**src/rtl/fifo_rd_burst_packer.sv**
```systemverilog
// fifo_rd_burst_packer
// Read-side consumer of a dual-clock FIFO. It pops words into a small
// 3-entry buffer and emits them as bursts of up to BURST_LEN beats on a
// valid/ready stream. A burst shorter than BURST_LEN is closed by an idle
// timeout, so a trickle of words never stays stuck inside the buffer.
//
// Ports:
//   clk           read-domain clock
//   rst           synchronous, active-high reset
//   fifo_empty    FIFO empty flag
//   fifo_r_valid  pop strobe to the FIFO (never while fifo_empty=1)
//   fifo_r_data   FIFO read data, valid the cycle after a pop
//   m_valid       stream beat valid
//   m_ready       stream sink ready
//   m_data        stream beat data (head of the buffer)
//   m_last        final beat of the current burst
//   beat_idx      position of the current beat inside its burst
module fifo_rd_burst_packer #(
    parameter int DATA_WIDTH = 16,
    parameter int BURST_LEN  = 8,
    parameter int TIMEOUT    = 64
) (
    input  logic                  clk,
    input  logic                  rst,
    input  logic                  fifo_empty,
    output logic                  fifo_r_valid,
    input  logic [DATA_WIDTH-1:0] fifo_r_data,
    output logic                  m_valid,
    input  logic                  m_ready,
    output logic [DATA_WIDTH-1:0] m_data,
    output logic                  m_last,
    output logic [7:0]            beat_idx
);

    localparam logic [7:0]  LAST_IDX = 8'(BURST_LEN - 1);
    localparam logic [15:0] TMO_LAST = 16'(TIMEOUT - 1);

    typedef enum logic [1:0] {
        S_IDLE   = 2'd0,
        S_STREAM = 2'd1,
        S_HOLD   = 2'd2,
        S_FLUSH  = 2'd3
    } state_e;

    state_e                state_q, state_d;
    logic [DATA_WIDTH-1:0] buf_q [3];
    logic [DATA_WIDTH-1:0] buf_d [3];
    logic [1:0]            occ_q, occ_d;
    logic                  inflight_q, inflight_d;
    logic [15:0]           timer_q, timer_d;
    logic [7:0]            beat_q, beat_d;

    logic                  at_last_s;
    logic                  xfer_s;
    logic                  pop_s;
    logic [1:0]            wr_idx_s;

    // Head presentation, beat handshake and pop decision.
    always_comb begin
        at_last_s = (beat_q == LAST_IDX);
        // A single buffered word is only shown once a successor is on its
        // way, unless the burst is full or the timeout has forced a flush.
        m_valid   = (occ_q != 2'd0) &&
                    ((occ_q >= 2'd2) || inflight_q || at_last_s || (state_q == S_FLUSH));
        // In FLUSH the head word always closes its burst, even if a newer
        // word lands behind it; that word belongs to the next burst.
        m_last    = m_valid && (at_last_s || (state_q == S_FLUSH));
        m_data    = buf_q[0];
        beat_idx  = beat_q;
        xfer_s    = m_valid && m_ready;
        // Pop only if the word still has a free slot when it lands next cycle.
        pop_s     = !rst && !fifo_empty &&
                    (({1'b0, occ_q} + {2'b00, inflight_q}) <= (3'd2 + {2'b00, xfer_s}));
        fifo_r_valid = pop_s;
    end

    // Buffer shift on transfer, capture of the landed word, counters.
    always_comb begin
        buf_d = buf_q;
        if (xfer_s) begin
            buf_d[0] = buf_q[1];
            buf_d[1] = buf_q[2];
            wr_idx_s = occ_q - 2'd1;
        end else begin
            wr_idx_s = occ_q;
        end
        if (inflight_q) begin
            case (wr_idx_s)
                2'd0:    buf_d[0] = fifo_r_data;
                2'd1:    buf_d[1] = fifo_r_data;
                2'd2:    buf_d[2] = fifo_r_data;
                default: begin end // no slot 3: the pop rule never lets it happen
            endcase
        end else begin
            wr_idx_s = wr_idx_s;
        end
        occ_d      = occ_q + {1'b0, inflight_q} - {1'b0, xfer_s};
        inflight_d = pop_s;
        if (xfer_s) begin
            beat_d = m_last ? 8'd0 : (beat_q + 8'd1);
        end else begin
            beat_d = beat_q;
        end
    end

    // Burst state machine next-state and idle timer.
    always_comb begin
        state_d = state_q;
        case (state_q)
            S_IDLE: begin
                if (inflight_q) begin
                    state_d = S_STREAM;
                end else begin
                    state_d = S_IDLE;
                end
            end
            S_STREAM: begin
                if ((occ_d == 2'd0) && !inflight_d) begin
                    state_d = S_IDLE;
                end else if ((occ_q == 2'd1) && !inflight_q && fifo_empty && !m_valid) begin
                    // Lone word with nothing behind it: withhold it.
                    state_d = S_HOLD;
                end else begin
                    state_d = S_STREAM;
                end
            end
            S_HOLD: begin
                if (pop_s) begin
                    state_d = S_STREAM;
                end else if (timer_q >= TMO_LAST) begin
                    state_d = S_FLUSH;
                end else begin
                    state_d = S_HOLD;
                end
            end
            S_FLUSH: begin
                if (xfer_s) begin
                    if ((occ_d == 2'd0) && !inflight_d) begin
                        state_d = S_IDLE;
                    end else begin
                        state_d = S_STREAM;
                    end
                end else begin
                    state_d = S_FLUSH;
                end
            end
            default: state_d = S_IDLE;
        endcase
        if ((state_q == S_HOLD) && (state_d == S_HOLD)) begin
            timer_d = timer_q + 16'd1;
        end else begin
            timer_d = 16'd0;
        end
    end

    // State and datapath registers.
    always_ff @(posedge clk) begin
        if (rst) begin
            state_q    <= S_IDLE;
            occ_q      <= 2'd0;
            inflight_q <= 1'b0;
            timer_q    <= 16'd0;
            beat_q     <= 8'd0;
            for (int i = 0; i < 3; i++) begin
                buf_q[i] <= {DATA_WIDTH{1'b0}};
            end
        end else begin
            state_q    <= state_d;
            occ_q      <= occ_d;
            inflight_q <= inflight_d;
            timer_q    <= timer_d;
            beat_q     <= beat_d;
            for (int i = 0; i < 3; i++) begin
                buf_q[i] <= buf_d[i];
            end
        end
    end

endmodule

```
**config.mk**
```make
export PLATFORM = sky130hd
export DESIGN_NAME = fifo_rd_burst_packer
export DESIGN_NICKNAME = d
export VERILOG_FILES = /design/src/rtl/fifo_rd_burst_packer.sv
export SDC_FILE = /design/constraint.sdc
export NUM_CORES = 1
export LEC_CHECK = 0
export ABC_AREA = 1
export BUFFER_PORTS_ARGS = -buffer_cell sky130_fd_sc_hd__buf_2
export CORE_MARGIN = 4
export CORE_UTILIZATION = 58
export DETAILED_ROUTE_END_ITERATION = 6
export GPL_TIMING_DRIVEN = 0
export PLACE_DENSITY = 0.79
export SYNTH_ARGS = -nofsm -noshare
export SYNTH_HDL_FRONTEND = slang
export SYNTH_SLANG_ARGS = --single-unit
```
**constraint.sdc**
```tcl
create_clock -name clk -period 3.7 [get_ports clk]
set_input_delay 0.37 -clock clk [delete_from_list [all_inputs] [get_ports clk]]
set_output_delay 0.37 -clock clk [all_outputs]
set_load 0.02 [all_outputs]
```
==> results.md, run 1 <==
* Final total power at approximately 2 mW
* Avg Cell Area, Syn at slightly below 7 µm²
* Initial antenna violation count at 0
* Most frequent CP cell: inv_1
* DRT Pass-1 Iters at 4
* Final nets at slightly below 700
* Synth async-reset ratio at 0
* Setup violators final at 0
* Hold WS at roughly 0.28 ns
* GRT overflow at 0
* Syn Inst Count at 586
* Worst VDD drop at about 0.27 mV
* Worst-margin pin slew at between 0.7 and 0.8 ns
* Ys Warns at 0
* Starting Density at 0.612
* Detailed Place HPWL at about 6.5 mm
* CTS Sinks at 77
* Crit path max fanout at 11
* WL met2 at approximately 4.3 mm
* Top cells by area, synth: dfxtp_1 (39%), nand2_1 (16%), nor2_1 (10%)
* Layout cells sized above 1 at 0.180
* Die H at 90.8 µm
* TNS Setup at 0 ns
* Pre-CTS setup slack at between 0.5 and 0.6 ns
* CTS tree: built
* Buffer count from post-CTS setup fixing at 0
* Root buffer cell: clkbuf_8
* Wire length on met1 at slightly above 4 mm
* Core region area at approximately 6500 µm²
* Final hold vios at 0
* Initial DRC count at between 150 and 200
* RSZ-0062 raised after global routing: false
* Most numerous cell in the Yosys netlist: nand2_1
* Max clock buf depth at 2
* Cell taking the most area after synthesis: dfxtp_1
* Worst-path clk slew at around 0.080 ns
* Setup CP Type: flop to flop
* Crit-path cells: inv_1, ha_1, inv_1, nand3_4, inv_2, buf_4, ha_1, inv_1, ha_1, xnor2_1, inv_1, nand2_1, nand2_1, nand3_1, nand2_1, o21bai_1, nand3_1, nor2_1
* Vias per cell at about 5.0
* Die Wd at roughly 90 µm
* Max-slew headroom at 0.515
* Max Cap Viol at 0
* Top delay family on crit path: buffers and inverters
* CTS Buf Count at 9
* Top-area cell type share of the netlist area at 0.388
* Worst skew pair latency at around 0.35 ns
* WP buf/inv at 6
* Largest net degree at the start of global routing at 13
* Routed len/inst at 12.4 µm
* Top sig layer: met4
* Count of different cell masters after synthesis at 36
* Post-route setup slack at 0.544 ns
* Clock Skew at ~0.0082 ns
* IO buf count at between 40 and 50
* Critical Path RT at just under 4 ns
* Vias in the first global route at about 3400
* Placed cell count at between 700 and 800
* Area after DPL at roughly 4300 µm²
* Status: finished, final reports clean
* Power per Cell Area at approximately 430 nW/µm²
* Met3 wire len at approximately 440 µm
* Total vias in the final route at 3641
* Synth cell count leaders: nand2_1 (165), nor2_1 (108), dfxtp_1 (77), inv_1 (77), o21ai_0 (25)
* Post-synth EDFFs at 0
* Leak at between 2 and 2.5 nW
* Final ANT Viol Nets at 0
* Crit share post-route at 0.853
* Area Overhead vs Synth at 14.3%
* Fmax at ~320 MHz
* Post-route cell area at ~4500 µm²
* Final WL at 9.10 mm
* Minimum clock period at between 3 and 4 ns
* Max-slew violations at 0
* Synth Register Bits at 77
* CP arrival at roughly 3.4 ns
* Hold crit path type: input pin to flop
* Post-Layout Cell Count at roughly 730
* CTS resizes at 0
* CP Launch Type: flop
* Antenna diode count at 0
* Critical Path Max Stage Delay at between 0.4 and 0.5 ns
* GPL Wtd Cong at around 0.84
* Die area at ~8200 µm²
* Htree depth at 3
* Total track usage at 0.225
* Synthesized area at 3980 µm²
* Global-route wire length before repair at between 15 and 20 mm
* Synth Flop Type: dfxtp_1
* # rows at 29
* Sequential area share after synthesis at 0.388
* Utilization after layout at 0.699
* Top-Level Pins at 47
* CP Capture Type: flop
* Fill cells at 580
* Slowest-stage cell, CP: dfxtp_1
* CTS Hold Buffers Added at 0
* DRC Markers at 0
final timing paths:
check / start / endpoint / slack, ns / cells after the start
min: fifo_r_data[14] / buf_q[30] / 0.28 / 3
max reg2reg: occ_q[1] / timer_q[5] / 0.54 / 18
min reg2reg: timer_q[0] / timer_q[0] / 0.45 / 1
max: occ_q[1] / timer_q[5] / 0.54 / 18
sequential cells by signal, indices dropped and copies added (netlist names):
name / flops
state_q: 2
timer_q: 16
occ_q: 2
m_data: 16
buf_q: 32
beat_idx: 8
inflight_q: 1
final cells by class:
type / instances / area [µm²] / area share
buffer: 38 / 279 / 0.0614
clock buffer: 13 / 169 / 0.0372
clock inverter: 3 / 42.5 / 0.00937
inverter: 81 / 304 / 0.0669
multi-input combinational: 399 / 1880 / 0.415
sequential: 77 / 1540 / 0.339
tap: 77 / 96.3 / 0.0212
timing repair buffer: 45 / 225 / 0.0496
kinds of logic (layout without fill, tap and decap cells):
kind of cell,after synthesis,in the layout,share of synthesized area
flops,77,77,0.388
simple gates,324,324,0.354
compound gates,49,49,0.0664
xor+xnor,7,7,0.0154
buf+inv,119,180,0.147
other cells,1,10,0.000943
fa+ha+maj,9,9,0.0283
placed cells by master, fill, tap and decap left out, drive strengths merged:
cell / instances
xnor2: 2
nor3: 7
buf: 76
a21oi: 6
dfxtp: 77
nand2: 169
inv: 80
clkinvlp: 1
clkbuf: 20
o21bai: 3
nor3b: 1
nand3: 14
nor4: 1
xor2: 5
nor2: 121
a211oi: 2
conb: 10
and3: 1
a21o: 1
nand4: 7
clkinv: 2
bufinv: 1
o31ai: 1
nand3b: 3
a31oi: 1
o21ai: 35
ha: 9
worst register-to-register path: cells and delay by family (launching register included):
family	cells	cell delay (ns)
compound gates	1	0.16
xor+xnor	1	0.14
fa+ha+maj	3	0.62
buf+inv	6	0.88
flops	1	0.45
simple gates	7	0.84
power by group:
| part | internal (mW) | leakage, nW | switching [mW] |
|---|---|---|---|
| Clock | 0.366 | 0.106 | 0.302 |
| Sequential | 0.881 | 0.629 | 0.0316 |
| Combinational | 0.148 | 1.59 | 0.246 |
| Total | 1.40 | 2.33 | 0.580 |
layer usage:
| layer | vias to the layer above | track usage |
|---|---|---|
| met2 | 85 | 0.384 |
| li1 | 1875 | - |
| met1 | 1662 | 0.282 |
| met5 | - | 0 |
| met3 | 19 | 0.0425 |
| met4 | 0 | 0.0817 |
Note: power is estimated with default switching activity, not from simulation.
==> run 2, diff against run 1 <==
Settings changed: ABC_AREA 1 to unset, CORE_UTILIZATION 58 to 57.
Clock period 3.7 ns to 3.5 ns, I/O delays scaled along.
==> run 2 against run 1 <==
Non-clock buffer count up 19; clock skew up 0.00070 ns; critical endpoint is now fifo_r_valid; global-route usage up 4.4 points; largest cell class unchanged; wire length up 10%; largest power group unchanged; total power up 12%; clock power up 18%; core utilization up 0.16 points; via count down 1.2%.
==> results.md, run 2 <==
* Status: finished, final reports clean
* Power per Cell Area at about 520 nW/µm²
* Top-area cell type share of the netlist area at 0.421
* IO buf count at 46
* Max Cap Viol at 0
* Most flop-heavy register: buf_q
* GPL Wtd Cong at around 0.9
* Fill cells at 499
* Worst-margin pin slew at 0.629 ns
* # rows at 28
* Flop-to-flop setup slack at ~0.28 ns
* Synth Flop Type: dfxtp_1
* Ys Warns at 0
* CTS Sinks at 77
* Root buffer cell: clkbuf_8
* CP arrival at between 2 and 3 ns
* Setup CP Type: flop to primary output
* CTS tree: built
* Global-route wire length before repair at 16.2 mm
* Initial antenna violation count at 0
* Minimum clock period at around 3.2 ns
* Vias per cell at ~6.4
* Worst-path clk slew at around 0.080 ns
* Crit path max fanout at 19
* Synth Register Bits at 77
* Leak at about 1.6 nW
* Largest net degree at the start of global routing at 20
* Most numerous cell in the Yosys netlist: dfxtp_1
* TNS Setup at 0 ns
* Total vias in the final route at 3597
* Die area at between 7000 and 8000 µm²
* Initial DRC count at 428
* Post-Layout Cell Count at between 500 and 600
* Synth cell count leaders: dfxtp_1 (77), o21ai_0 (55), nand3_1 (53), nor3_1 (34), a311oi_1 (33)
* Top cells by area, synth: dfxtp_1 (42%), a311oi_1 (7.9%), o21ai_0 (7.5%)
* Most frequent cells in the layout: dfxtp_1 (75), buf_2 (66), o21ai_0 (55)
* Top-Level Pins at 47
* Fmax at around 310 MHz
* Cell taking the most area after synthesis: dfxtp_1
* Max clock buf depth at 2
* DRT Pass-1 Iters at 5
* Final WL at roughly 10 mm
* Htree depth at 3
* Final ANT Viol Nets at 0
* Worst skew pair latency at ~0.35 ns
* CTS Buf Count at 9
* Most common cell after layout, fill and taps aside: dfxtp_1
* Max-slew violations at 0
* Starting Density at 0.604
* DRC Markers at 0
* Largest register FFs at 32
* Setup violators final at 0
* Die Wd at approximately 88 µm
* GRT overflow at 0
* CP Capture Type: primary output
* Layout cells sized above 1 at 0.230
* Hold crit path type: input pin to flop
* RSZ-0062 raised after global routing: false
* Clock Skew at 0.00887 ns
* Critical Path RT at 3.15 ns
* Crit share post-route at 0.922
* Routed len/inst at around 18 µm
* Area Overhead vs Synth at 15.9%
* Vias in the first global route at ~3500
* Final nets at between 500 and 600
* Count of different cell masters after synthesis at 49
* Synth async-reset ratio at 0
* Total track usage at 0.268
* Syn Inst Count at approximately 420
* Max-slew headroom at 0.581
* Die H at about 88 µm
* Avg Cell Area, Syn at between 8 and 9 µm²
* Final hold vios at 0
* Detailed Place HPWL at between 6 and 7 mm
* Sequential area share after synthesis at 0.421
* Core region area at ~6100 µm²
* CTS Hold Buffers Added at 0
* Worst VDD drop at 0.327 mV
* Synthesized area at about 3700 µm²
* CP Launch Type: flop
* Placed cell count at 552
* Post-synth EDFFs at 0
* Area after DPL at around 4000 µm²
* Antenna diode count at 0
* Post-route cell area at around 4200 µm²
run 2: cell types whose count changed in the layout (fill, tap and decap cells not counted), moves of 7 or more:
cell,previous run,this run
nor2_2,11,0
nand2_1,165,3
a21oi_1,6,23
nor3_1,6,34
buf_6,8,1
o21ai_1,10,0
buf_2,49,66
nor2_1,108,13
inv_1,77,7
clkbuf_1,8,18
a311oi_1,0,33
nand3_1,10,53
o21ai_0,25,55
run 2: final timing paths:
check                       from           end  depth (start not counted)
setup reg to reg        occ_q[1]    timer_q[2]                         12
setup / recovery        occ_q[1]  fifo_r_valid                         10
hold / removal    fifo_r_data[5]      buf_q[5]                          3
hold reg to reg       timer_q[0]    timer_q[0]                          1
run 2: logic make-up after synthesis:
group           synth area share
xor+xnor                  0.0157
simple gates               0.204
other cells              0.00102
buf+inv                   0.0915
flops                      0.421
fa+ha+maj                 0.0307
compound gates             0.233
mux                      0.00307
run 2: area by class of cell:
| type | count | area [µm²] | share of cell area |
|---|---|---|---|
| clock buffer | 10 | 128 | 0.0300 |
| inverter | 7 | 26.3 | 0.00619 |
| clock inverter | 5 | 100 | 0.0236 |
| buffer | 56 | 305 | 0.0719 |
| multi-input combinational | 290 | 1820 | 0.429 |
| tap | 75 | 93.8 | 0.0221 |
| sequential | 77 | 1540 | 0.363 |
| timing repair buffer | 46 | 230 | 0.0542 |
run 2: layer usage:
layer | track usage | share of wire | vias up
met1 | 0.353 | 0.43 | 1694
met2 | 0.438 | 0.47 | 186
met5 | 0 | 0 | -
li1 | - | - | 1686
met4 | 0.0852 | 0.019 | 0
met3 | 0.0621 | 0.088 | 31
run 2: repair_timing:
action	in CTS	in global routing
setup endpoints to repair	7	7
pin swaps	0	0
setup buffers	0	0
gates resized for setup	0	2
run 2: where the power goes:
part	switching, mW	internal [mW]
sequential	0.0321	0.928
clock	0.319	0.468
combinational	0.311	0.161
run 2: critical path: stages (launching register included):
cell,delay [ns]
dfxtp_2,0.37
inv_1,0.16
ha_1,0.16
buf_2,0.21
nand2b_4,0.19
buf_2,0.32
nor2_1,0.14
ha_1,0.32
nor3b_1,0.32
nor2_1,0.14
buf_2,0.18
run 2: stage by stage:
step | setup slack [ns] | power, mW | hold slack [ns] | utilization
2_1_floorplan | 0.542 | 1.29 | 0.426 | -
3_3_place_gp | 0.0711 | 1.42 | 0.439 | 0.664
3_5_place_dp | 0.0252 | 1.44 | 0.456 | 0.664
4_1_cts | 0.163 | 2.21 | 0.271 | 0.700
5_1_grt | 0.0194 | 2.31 | 0.269 | 0.701
6_report | 0.274 | 2.22 | 0.278 | 0.701
